$ cat src/rtl/sd_input_pkg.sv
// Shared constants and types for the sigma-delta input conditioning stage.
package sd_input_pkg;

    localparam logic [1:0] IN_MODE_RISE = 2'b00;
    localparam logic [1:0] IN_MODE_FALL = 2'b01;
    localparam logic [1:0] IN_MODE_BOTH = 2'b10;
    localparam logic [1:0] IN_MODE_MAN  = 2'b11;

    localparam int unsigned MAN_MIN_DIV = 8;

    typedef enum logic {
        ACQ   = 1'b0,
        TRACK = 1'b1
    } man_state_e;

    // Manchester bit period actually used; small divisors are clamped up.
    function automatic logic [8:0] eff_div(input logic [7:0] div);
        return (div < 8'(MAN_MIN_DIV)) ? 9'(MAN_MIN_DIV) : {1'b0, div};
    endfunction

endpackage

$ cat src/rtl/sd_input_ctrl_man_decoder.sv
// Manchester decoder: tracks mid-bit edges of the synchronised data pin,
// ignores boundary edges and flags a missing mid-bit edge.
module man_decoder
    import sd_input_pkg::*;
(
    input  logic       clk_i,
    input  logic       rst_i,
    input  logic       en_i,
    input  logic       restart_i,
    input  logic [7:0] mandiv_i,
    input  logic       edge_i,
    input  logic       level_i,
    output logic       bit_vld_o,
    output logic       bit_o,
    output logic       err_o
);

    man_state_e state_q, state_d;
    logic [8:0] cnt_q, cnt_d;
    logic [8:0] t_eff, t34, t32;

    always_comb begin
        t_eff = eff_div(mandiv_i);
        t34   = t_eff - (t_eff >> 2);
        t32   = t_eff + (t_eff >> 1);
    end

    always_ff @(posedge clk_i or posedge rst_i) begin
        if (rst_i) begin
            state_q <= ACQ;
            cnt_q   <= '0;
        end else begin
            state_q <= state_d;
            cnt_q   <= cnt_d;
        end
    end

    always_comb begin
        state_d   = state_q;
        cnt_d     = cnt_q;
        bit_vld_o = 1'b0;
        bit_o     = level_i;
        err_o     = 1'b0;
        if (!en_i || restart_i) begin
            state_d = ACQ;
            cnt_d   = '0;
        end else begin
            case (state_q)
                ACQ: begin
                    cnt_d = '0;
                    if (edge_i) begin
                        bit_vld_o = 1'b1;
                        state_d   = TRACK;
                    end
                end
                default: begin
                    // The bit level after a mid-bit edge is the decoded value.
                    if (edge_i && (cnt_q >= t34)) begin
                        bit_vld_o = 1'b1;
                        cnt_d     = '0;
                    end else if (cnt_q >= t32) begin
                        err_o   = 1'b1;
                        state_d = ACQ;
                        cnt_d   = '0;
                    end else begin
                        cnt_d = cnt_q + 9'd1;
                    end
                end
            endcase
        end
    end

endmodule

$ cat src/rtl/sd_input_ctrl.sv
// Sigma-delta channel input stage: pin synchronisers, edge/Manchester bit
// recovery, registered strobe outputs and a missing-clock watchdog.
module sd_input_ctrl
    import sd_input_pkg::*;
#(
    parameter int SYNC_STAGES = 2
) (
    input  logic       SYSCLK,
    input  logic       SYSRST,
    input  logic       sd_d_pin,
    input  logic       sd_c_pin,
    input  logic       reg_inen,
    input  logic [1:0] reg_inmode,
    input  logic [7:0] reg_mandiv,
    input  logic [7:0] reg_ckto,
    input  logic       ckfail_clr,
    output logic       sd_dsd_out,
    output logic       sd_clk_out,
    output logic       ckfail,
    output logic       man_err
);

    localparam int L      = SYNC_STAGES - 1;
    localparam int WU_LEN = SYNC_STAGES + 1;
    localparam int WU_W   = $clog2(WU_LEN + 1);

    logic [SYNC_STAGES-1:0] d_sync_q, c_sync_q;
    logic                   d_hist_q, c_hist_q;
    logic [WU_W-1:0]        wu_q;
    logic                   warm;
    logic                   c_rise_q, c_fall_q, d_edge_q;
    logic                   c_rise_d, c_fall_d, d_edge_d;
    logic [1:0]             mode_q;
    logic                   mode_chg;
    logic                   dec_en, dec_vld, dec_bit, dec_err;
    logic                   bit_evt, bit_val, wd_evt;
    logic                   strobe_d;
    logic                   sd_clk_q, sd_dsd_q, sd_dsd_d, man_err_q;
    logic [7:0]             wdcnt_q, wdcnt_d;
    logic                   ckfail_q, ckfail_d;

    // Edges only count once the chains hold real pin samples, so a pin that
    // is already high at reset release is not mistaken for a transition.
    assign warm     = (wu_q == WU_W'(WU_LEN));
    assign c_rise_d = warm &  c_sync_q[L] & ~c_hist_q;
    assign c_fall_d = warm & ~c_sync_q[L] &  c_hist_q;
    assign d_edge_d = warm & (d_sync_q[L] ^ d_hist_q);
    assign mode_chg = (reg_inmode != mode_q);
    assign dec_en   = reg_inen & (reg_inmode == IN_MODE_MAN);

    always_ff @(posedge SYSCLK or posedge SYSRST) begin
        if (SYSRST) begin
            d_sync_q <= '0;
            c_sync_q <= '0;
            d_hist_q <= 1'b0;
            c_hist_q <= 1'b0;
            wu_q     <= '0;
            c_rise_q <= 1'b0;
            c_fall_q <= 1'b0;
            d_edge_q <= 1'b0;
            mode_q   <= IN_MODE_RISE;
        end else begin
            d_sync_q <= {d_sync_q[SYNC_STAGES-2:0], sd_d_pin};
            c_sync_q <= {c_sync_q[SYNC_STAGES-2:0], sd_c_pin};
            d_hist_q <= d_sync_q[L];
            c_hist_q <= c_sync_q[L];
            if (!warm) wu_q <= wu_q + WU_W'(1);
            c_rise_q <= c_rise_d;
            c_fall_q <= c_fall_d;
            d_edge_q <= d_edge_d;
            mode_q   <= reg_inmode;
        end
    end

    man_decoder u_dec (
        .clk_i     (SYSCLK),
        .rst_i     (SYSRST),
        .en_i      (dec_en),
        .restart_i (mode_chg),
        .mandiv_i  (reg_mandiv),
        .edge_i    (d_edge_q),
        .level_i   (d_hist_q),
        .bit_vld_o (dec_vld),
        .bit_o     (dec_bit),
        .err_o     (dec_err)
    );

    always_comb begin
        bit_evt = 1'b0;
        bit_val = d_hist_q;
        wd_evt  = c_rise_q | c_fall_q;
        case (reg_inmode)
            IN_MODE_RISE: bit_evt = c_rise_q;
            IN_MODE_FALL: bit_evt = c_fall_q;
            IN_MODE_BOTH: bit_evt = c_rise_q | c_fall_q;
            default: begin
                bit_evt = dec_vld;
                bit_val = dec_bit;
                wd_evt  = d_edge_q;
            end
        endcase
    end

    always_comb begin
        strobe_d = reg_inen & ~mode_chg & bit_evt;
        sd_dsd_d = strobe_d ? bit_val : sd_dsd_q;

        wdcnt_d = wdcnt_q;
        if (!reg_inen || mode_chg || wd_evt) begin
            wdcnt_d = '0;
        end else if (wdcnt_q != 8'hFF) begin
            wdcnt_d = wdcnt_q + 8'd1;
        end

        // A timeout in the same cycle as a clear keeps the flag set.
        ckfail_d = ckfail_q;
        if (reg_inen) begin
            if ((reg_ckto != 8'd0) && (wdcnt_q == reg_ckto)) begin
                ckfail_d = 1'b1;
            end else if (ckfail_clr) begin
                ckfail_d = 1'b0;
            end
        end
    end

    always_ff @(posedge SYSCLK or posedge SYSRST) begin
        if (SYSRST) begin
            sd_clk_q  <= 1'b0;
            sd_dsd_q  <= 1'b0;
            man_err_q <= 1'b0;
            wdcnt_q   <= '0;
            ckfail_q  <= 1'b0;
        end else begin
            sd_clk_q  <= strobe_d;
            sd_dsd_q  <= sd_dsd_d;
            man_err_q <= dec_err;
            wdcnt_q   <= wdcnt_d;
            ckfail_q  <= ckfail_d;
        end
    end

    assign sd_clk_out = sd_clk_q;
    assign sd_dsd_out = sd_dsd_q;
    assign man_err    = man_err_q;
    assign ckfail     = ckfail_q;

endmodule

$ cat config.mk
export PLATFORM = sky130hd
export DESIGN_NAME = sd_input_ctrl
export DESIGN_NICKNAME = d
export VERILOG_FILES = /design/src/rtl/sd_input_pkg.sv /design/src/rtl/sd_input_ctrl_man_decoder.sv /design/src/rtl/sd_input_ctrl.sv
export SDC_FILE = /design/constraint.sdc
export NUM_CORES = 1
export LEC_CHECK = 0
export ABC_AREA = 1
export CAP_MARGIN = 25
export CORE_ASPECT_RATIO = 1.1
export CORE_MARGIN = 1.5
export CORE_UTILIZATION = 63
export CTS_CLUSTER_DIAMETER = 200
export DETAILED_ROUTE_END_ITERATION = 12
export HOLD_SLACK_MARGIN = 0.08
export PLACE_DENSITY = 0.95
export SLEW_MARGIN = 20
export SYNTH_ARGS = -nofsm -noshare
export SYNTH_HDL_FRONTEND = slang
export SYNTH_SLANG_ARGS = --single-unit
$ cat constraint.sdc
create_clock -name SYSCLK -period 3.8 [get_ports SYSCLK]
set_input_delay 0.76 -clock SYSCLK [delete_from_list [all_inputs] [get_ports SYSCLK]]
set_output_delay 0.76 -clock SYSCLK [all_outputs]
set_load 0.02 [all_outputs]
* Word level (Yosys, flattened, before mapping)
Cells that the tools add are included.
** Cells by class
- Bitwise operators :: 13
- Mux-type cells :: 23
- Equal/unequal tests :: 7
- Reductions and logical operators :: 13
- $add $sub $neg :: 5
- Order comparisons :: 3
** Operators with widths (number)
- 9-bit 2-to-1 mux :: 4
- 8-bit 2-to-1 mux :: 3
- 9-bit >= comparator :: 2
- 1-bit 2-to-1 mux :: 15
- 9-bit by 1-bit adder with 9-bit output (second input constant) :: 1
- 9-bit by 8-bit adder with 9-bit output :: 1
- 9-bit by 7-bit subtractor with 9-bit output :: 1
- 8-bit by 1-bit adder with 8-bit output (second input constant) :: 1
- 1-bit bitwise AND :: 8
- 8-bit equality test :: 1
- 8-bit by 4-bit < comparator with 1-bit output (second input constant) :: 1
- 8-bit inequality test (second input constant) :: 1
- 8-bit nonzero test :: 1
- 2-bit equality test (second input constant) :: 3
- 2-bit nonzero test :: 2
- 1-bit logical OR :: 3
- 1-bit NOT :: 3
- 1-bit one-hot mux with 3 select lines :: 1
- 3-bit OR reduction :: 1
- 2-bit by 1-bit adder with 2-bit output (second input constant) :: 1
- 2-bit by 1-bit equality test with 1-bit output (second input constant) :: 1
- 1-bit logical AND :: 2
- 1-bit zero test :: 2
- 2-bit zero test :: 1
- other kinds (4) :: 4
** Word-level totals
- Bits in registers :: 35
- Input port bits :: 24
- Word-level logic and storage cells :: 80

* Logic depth before layout (Yosys ltp)
- Word-level depth :: 10
- Depth in mapped cells :: 27
- Gate-level depth less buffers :: 27

* Cells and area by module
A second synthesis with hierarchy kept.
** Second synthesis, totals
- Cell total of the unflattened synthesis :: 446
- Area total of the unflattened synthesis :: 3074.2 um^2
** By module, submodules not included
- man_decoder :: cells an instance 279, seq. area each 250.2 um^2, instances 1, area each 1791.7 um^2
- sd_input_ctrl :: cells an instance 167, seq. area each 625.6 um^2, instances 1, area each 1282.5 um^2

* Least setup slack after synthesis
OpenSTA, ideal clock, no wires.
- Path type :: in2reg
- Start :: input port reg_mandiv[4]
- End :: register u_dec.cnt_q[0]
- Stages :: 22
- Required time :: 3.726 ns
- Setup slack :: 0.352 ns
- Data arrival time :: 3.373 ns
- Path buffers :: 0
- Path through :: inv_1 -> ha_1 -> nand2_2 -> inv_2 -> nand2_2 -> nand2_1 -> inv_1 -> ha_1 -> nand2_1 -> inv_1 -> a221oi_1 -> nand2_1 -> nand2_1 -> nand2_1 -> ha_1 -> nand2_1 -> nor2_1 -> nand3b_1 -> nand3_1 -> nor2_1 -> nand4_4 -> nor2_1
** Between the ends
- Word-level cells in the longest chain between the ends :: 8
- Elaborated cells between the ends (all ways) :: 11
- Classes of those cells :: add/sub: 2; order compare: 3; mux: 5; reduce/logical: 1
** RTL lines
- start, declared :: line sd_input_ctrl.sv:14 : input logic [7:0] reg_mandiv,
- 8-bit by 4-bit < comparator with 1-bit output :: line sd_input_pkg.sv:18 : return (div < 8'(MAN_MIN_DIV)) ? 9'(MAN_MIN_DIV) : {1'b0, div};
- 8-bit 2-to-1 mux * :: line sd_input_pkg.sv:18
- 9-bit by 8-bit adder with 9-bit output / 9-bit by 7-bit subtractor with 9-bit output (equally long branches) :: line sd_input_ctrl_man_decoder.sv:25, sd_input_ctrl_man_decoder.sv:24
- 9-bit >= comparator (on tied branches) :: line sd_input_ctrl_man_decoder.sv:61, sd_input_ctrl_man_decoder.sv:58
- 9-bit 2-to-1 mux / 1-bit logical AND (equally long branches) :: line sd_input_ctrl_man_decoder.sv:61, sd_input_ctrl_man_decoder.sv:58
- 9-bit 2-to-1 mux * :: line sd_input_ctrl_man_decoder.sv:58 : if (edge_i && (cnt_q >= t34)) begin
- 9-bit 2-to-1 mux * :: line sd_input_ctrl_man_decoder.sv:48 : case (state_q)
- 9-bit 2-to-1 mux * :: line sd_input_ctrl_man_decoder.sv:44 : if (!en_i || restart_i) begin
- named net u_dec.cnt_d[0] :: line sd_input_ctrl_man_decoder.sv:19 : logic [8:0] cnt_q, cnt_d;
- end signal, assigned :: line sd_input_ctrl_man_decoder.sv:34 : cnt_q <= cnt_d;
- end, declared :: line sd_input_ctrl_man_decoder.sv:19
The timed path passes the listed nets; every way through them passes the cells marked *.
A chain may end at the register's enable or synchronous reset.

* Final worst setup path
- Start :: input port reg_mandiv[5]
- End :: register u_dec.cnt_q[6]
Same word-level chain as after synthesis.

==> impl_metrics.csv <==
group,metric,value,unit
clock_network,clk_pin_slew_worst_paths,0.07,ns
finish,finalNetCount,527,
place,gp_congestion,0.880,
global_routing,antenna_found_initial,0,
floorplanning,dieArea,5040,µm²
synthesis,syn-num-nets,452,
finish,drive_gt1_share,26.3,%
power_and_ir_drop,p_per_area,259,nW/µm²
place,pre_cts_ws,-0.379,ns
sta,fin_crit,3.77,ns
sta,hold_ws,0.352,ns
sta,final_max_slew_viol_count,0,
floorplanning,die_y,74.3,µm
place,dp_cells,509,
clock_network,clock_sinks,35,
global_routing,grt_pass1_vias,3186,
floorplanning,core,4380,µm²
global_routing,grt_use_met2,66.9,%
routing,ant_nets,0,
finish,diodes,0,
outcome,status,"completed",
clock_network,clk-insertion-delay-late,0.29,ns
sta,finalHoldViolCount,0,
worst_setup_path,critPathRequiredTime,4.02,ns
finish,syn_to_final_growth,34.8,%
finish,layout_common_cells,"87 x nand2_1, 51 x inv_1, 39 x buf_4, 35 x dfrtp_1, 28 x nor2_1",
clock_network,h-tree-depth,2,
global_routing,grt_pass1_wl,13900,µm
routing,dr.first_iter.drc_count,268,
sta,worst_pin_slew,0.649,ns
synthesis,netlist_instances,392,
min_path,holdPathStages,0,
global_routing,use_met3,8.62,%
synthesis,synth_edf_count,0,
synthesis,synthArstFlopShare,100,%
worst_setup_path,cp.arrival,4.00,ns
clock_network,holdBufCountCts,0,
sta,fin_ws,0.0280,ns
routing,drc,0,
flow_run,maxCapViolations,0,
floorplanning,rows,25,
synthesis,synth.cell_area,2910,µm²
finish,mostFrequentLayoutCell,"nand2_1",
floorplanning,num_io_pins,28,
synthesis,synth-seq-cells,35,
worst_setup_path,critPathMaxFanout,5,
sta,max_freq,265,MHz
sta,finalSetupViolCount,0,
global_routing,grt_max_degree,18,
synthesis,syn_avg_cell_area,7.43,µm²
place,dpl.hpwl,6120,µm
sta,worst_clock_skew,0.00690,ns
floorplanning,fp.dieW,67.8,µm
place,port_buffers,27,
synthesis,synth_top_flop_cell,"dfrtp_1",
routing,viasPerCell,6.10,
power_and_ir_drop,ir_drop,0.336,mV
finish,finalNonFillerCells,522,
clock_network,numCtsBuffers,5,
synthesis,yosysSeqAreaShare,30.1,%
worst_setup_path,crit_path_start_kind,"input port",
clock_network,cts_max_path_buffers,2,
synthesis,ys_types,40,
routing,routedWlPerCell,18.4,µm
clock_network,cts_tree,"done",
routing,num_vias,3186,
clock_network,root_buffer,"clkbuf_8",
worst_setup_path,crit_path_end_kind,"flip-flop",
power_and_ir_drop,p_leak,1.97,nW
sta,slew_headroom,56.7,%
global_routing,grtUsageTotal,37.1,%
min_path,min_path_type,"flip-flop to flip-flop",
routing,wirelength,9630,µm
global_routing,grt-ovfl-total,0,
floorplanning,start_util,66.5,%
routing,dr.pass1.iters,5,
synthesis,yosys_warnings,0,
worst_setup_path,critPathKind,"input port to flip-flop",
global_routing,grt_busiest_layer,"met2",
global_routing,grt.met1_usage,34.1,%
worst_setup_path,worst_r2r_path_depth,10,
sta,finalCritPeriodShare,99.3,%
[where the power goes]
| group | switching, W | internal (W) | total, W |
|---|---|---|---|
| registers | 0.00000751 | 0.000383 | 0.000390 |
| clock network | 0.000132 | 0.000128 | 0.000261 |
| logic | 0.000206 | 0.000161 | 0.000367 |
[per-stage QoR]
step	TNS, ns	total power [W]	utilization (%)	instance area [µm²]
after global routing	-0.292	0.00106	89.7	3930
final	0	0.00102	89.7	3930
after detailed placement	-4.47	0.000695	80.6	3530
after floorplan	0	0.000572	-	2910
after global placement	-3.08	0.000678	80.2	3510
after CTS	0	0.000964	84.6	3710
[worst paths after layout]
kind                                 from              to  slack, ns
max                         reg_mandiv[5]  u_dec.cnt_q[6]       0.03
min                           d_sync_q[0]     d_sync_q[1]       0.35
max reg2reg                u_dec.cnt_q[4]  u_dec.cnt_q[6]       1.84
min reg2reg                   d_sync_q[0]     d_sync_q[1]       0.35
max in group asynchronous          SYSRST      wdcnt_q[3]       2.40
min in group asynchronous          SYSRST        d_edge_q       0.86
[routing by layer]
layer	part of all wire [%]	vias up
met5	0	-
met4	8.6	0
met3	5.9	81
met2	52	194
met1	34	1491
li1	-	1420
[cells by family (layout without fill, tap and decap cells)]
kind of cell               Yosys count  count (layout)  synth area share, %
AOI/OAI and AO/OA                   45              45                 10.1
muxes                                1               1                0.387
adders and majority gates           36              36                 15.7
xor gates and xnor gates            17              17                 5.11
DFF                                 35              35                 30.1
and+or+nand+nor                    194             195                 30.4
buffers and inverters               64             139                 8.25
[critical path, cell delays in order]
cell           delay (ns)
dlygate4sd2_1        0.27
inv_2                0.12
ha_4                 0.16
nand2_4              0.07
a21oi_4              0.12
buf_4                0.17
nor2_4               0.06
buf_4                0.14
ha_4                 0.24
buf_4                0.14
o211ai_1             0.14
nand4_1              0.15
nand2_1              0.12
inv_1                0.07
ha_4                 0.21
nand2_1              0.08
inv_1                0.05
a21oi_1              0.16
nand4_1              0.21
nand2_4              0.18
nand4_4              0.20
nor2_4               0.17
[final cells by class]
class | instances | area (µm²)
multi-input cells | 294 | 2070
flip-flops and latches | 35 | 876
repair buffers | 67 | 584
fillers | 185 | 453
inverters | 64 | 243
clock buffers | 7 | 76.3
well taps | 54 | 67.6
clock inverters | 1 | 5.00
[cells in the mapped netlist (2+ instances only)]
cell type	count	area share (%)
nor2_1	41	5.3
o211ai_1	2	0.52
xor2_1	12	3.6
nor3_1	3	0.52
nor4_1	2	0.43
nand2_1	91	12
inv_1	60	7.7
ha_1	35	15
nor2_4	2	0.77
o21ai_0	12	2.1
nand3_1	26	4.5
a21oi_2	2	0.60
o21a_1	2	0.52
xnor2_1	5	1.5
nand2_2	7	1.5
nand4_1	9	1.9
a21oi_1	14	2.4
inv_2	4	0.52
nand3b_1	2	0.52
o21bai_1	3	0.77
nor2_2	5	1.1
dfrtp_1	35	30
[sequential cells by signal, indices dropped and copies added, names as in the netlist]
signal,cells
c_sync_q,2
u_dec.state_q,1
d_hist_q,1
wdcnt_q,8
wu_q,2
c_fall_q,1
c_hist_q,1
c_rise_q,1
mode_q,2
ckfail,1
man_err,1
u_dec.cnt_q,9
sd_clk_out,1
d_sync_q,2
sd_dsd_out,1
d_edge_q,1
[timing repair]
item	in CTS	in global routing
setup endpoints to repair	13	13
buffers inserted	2	2
gates cloned	1	0
gates resized for setup	24	40
pin swaps	10	17
Note: power is estimated with default switching activity, not from simulation.
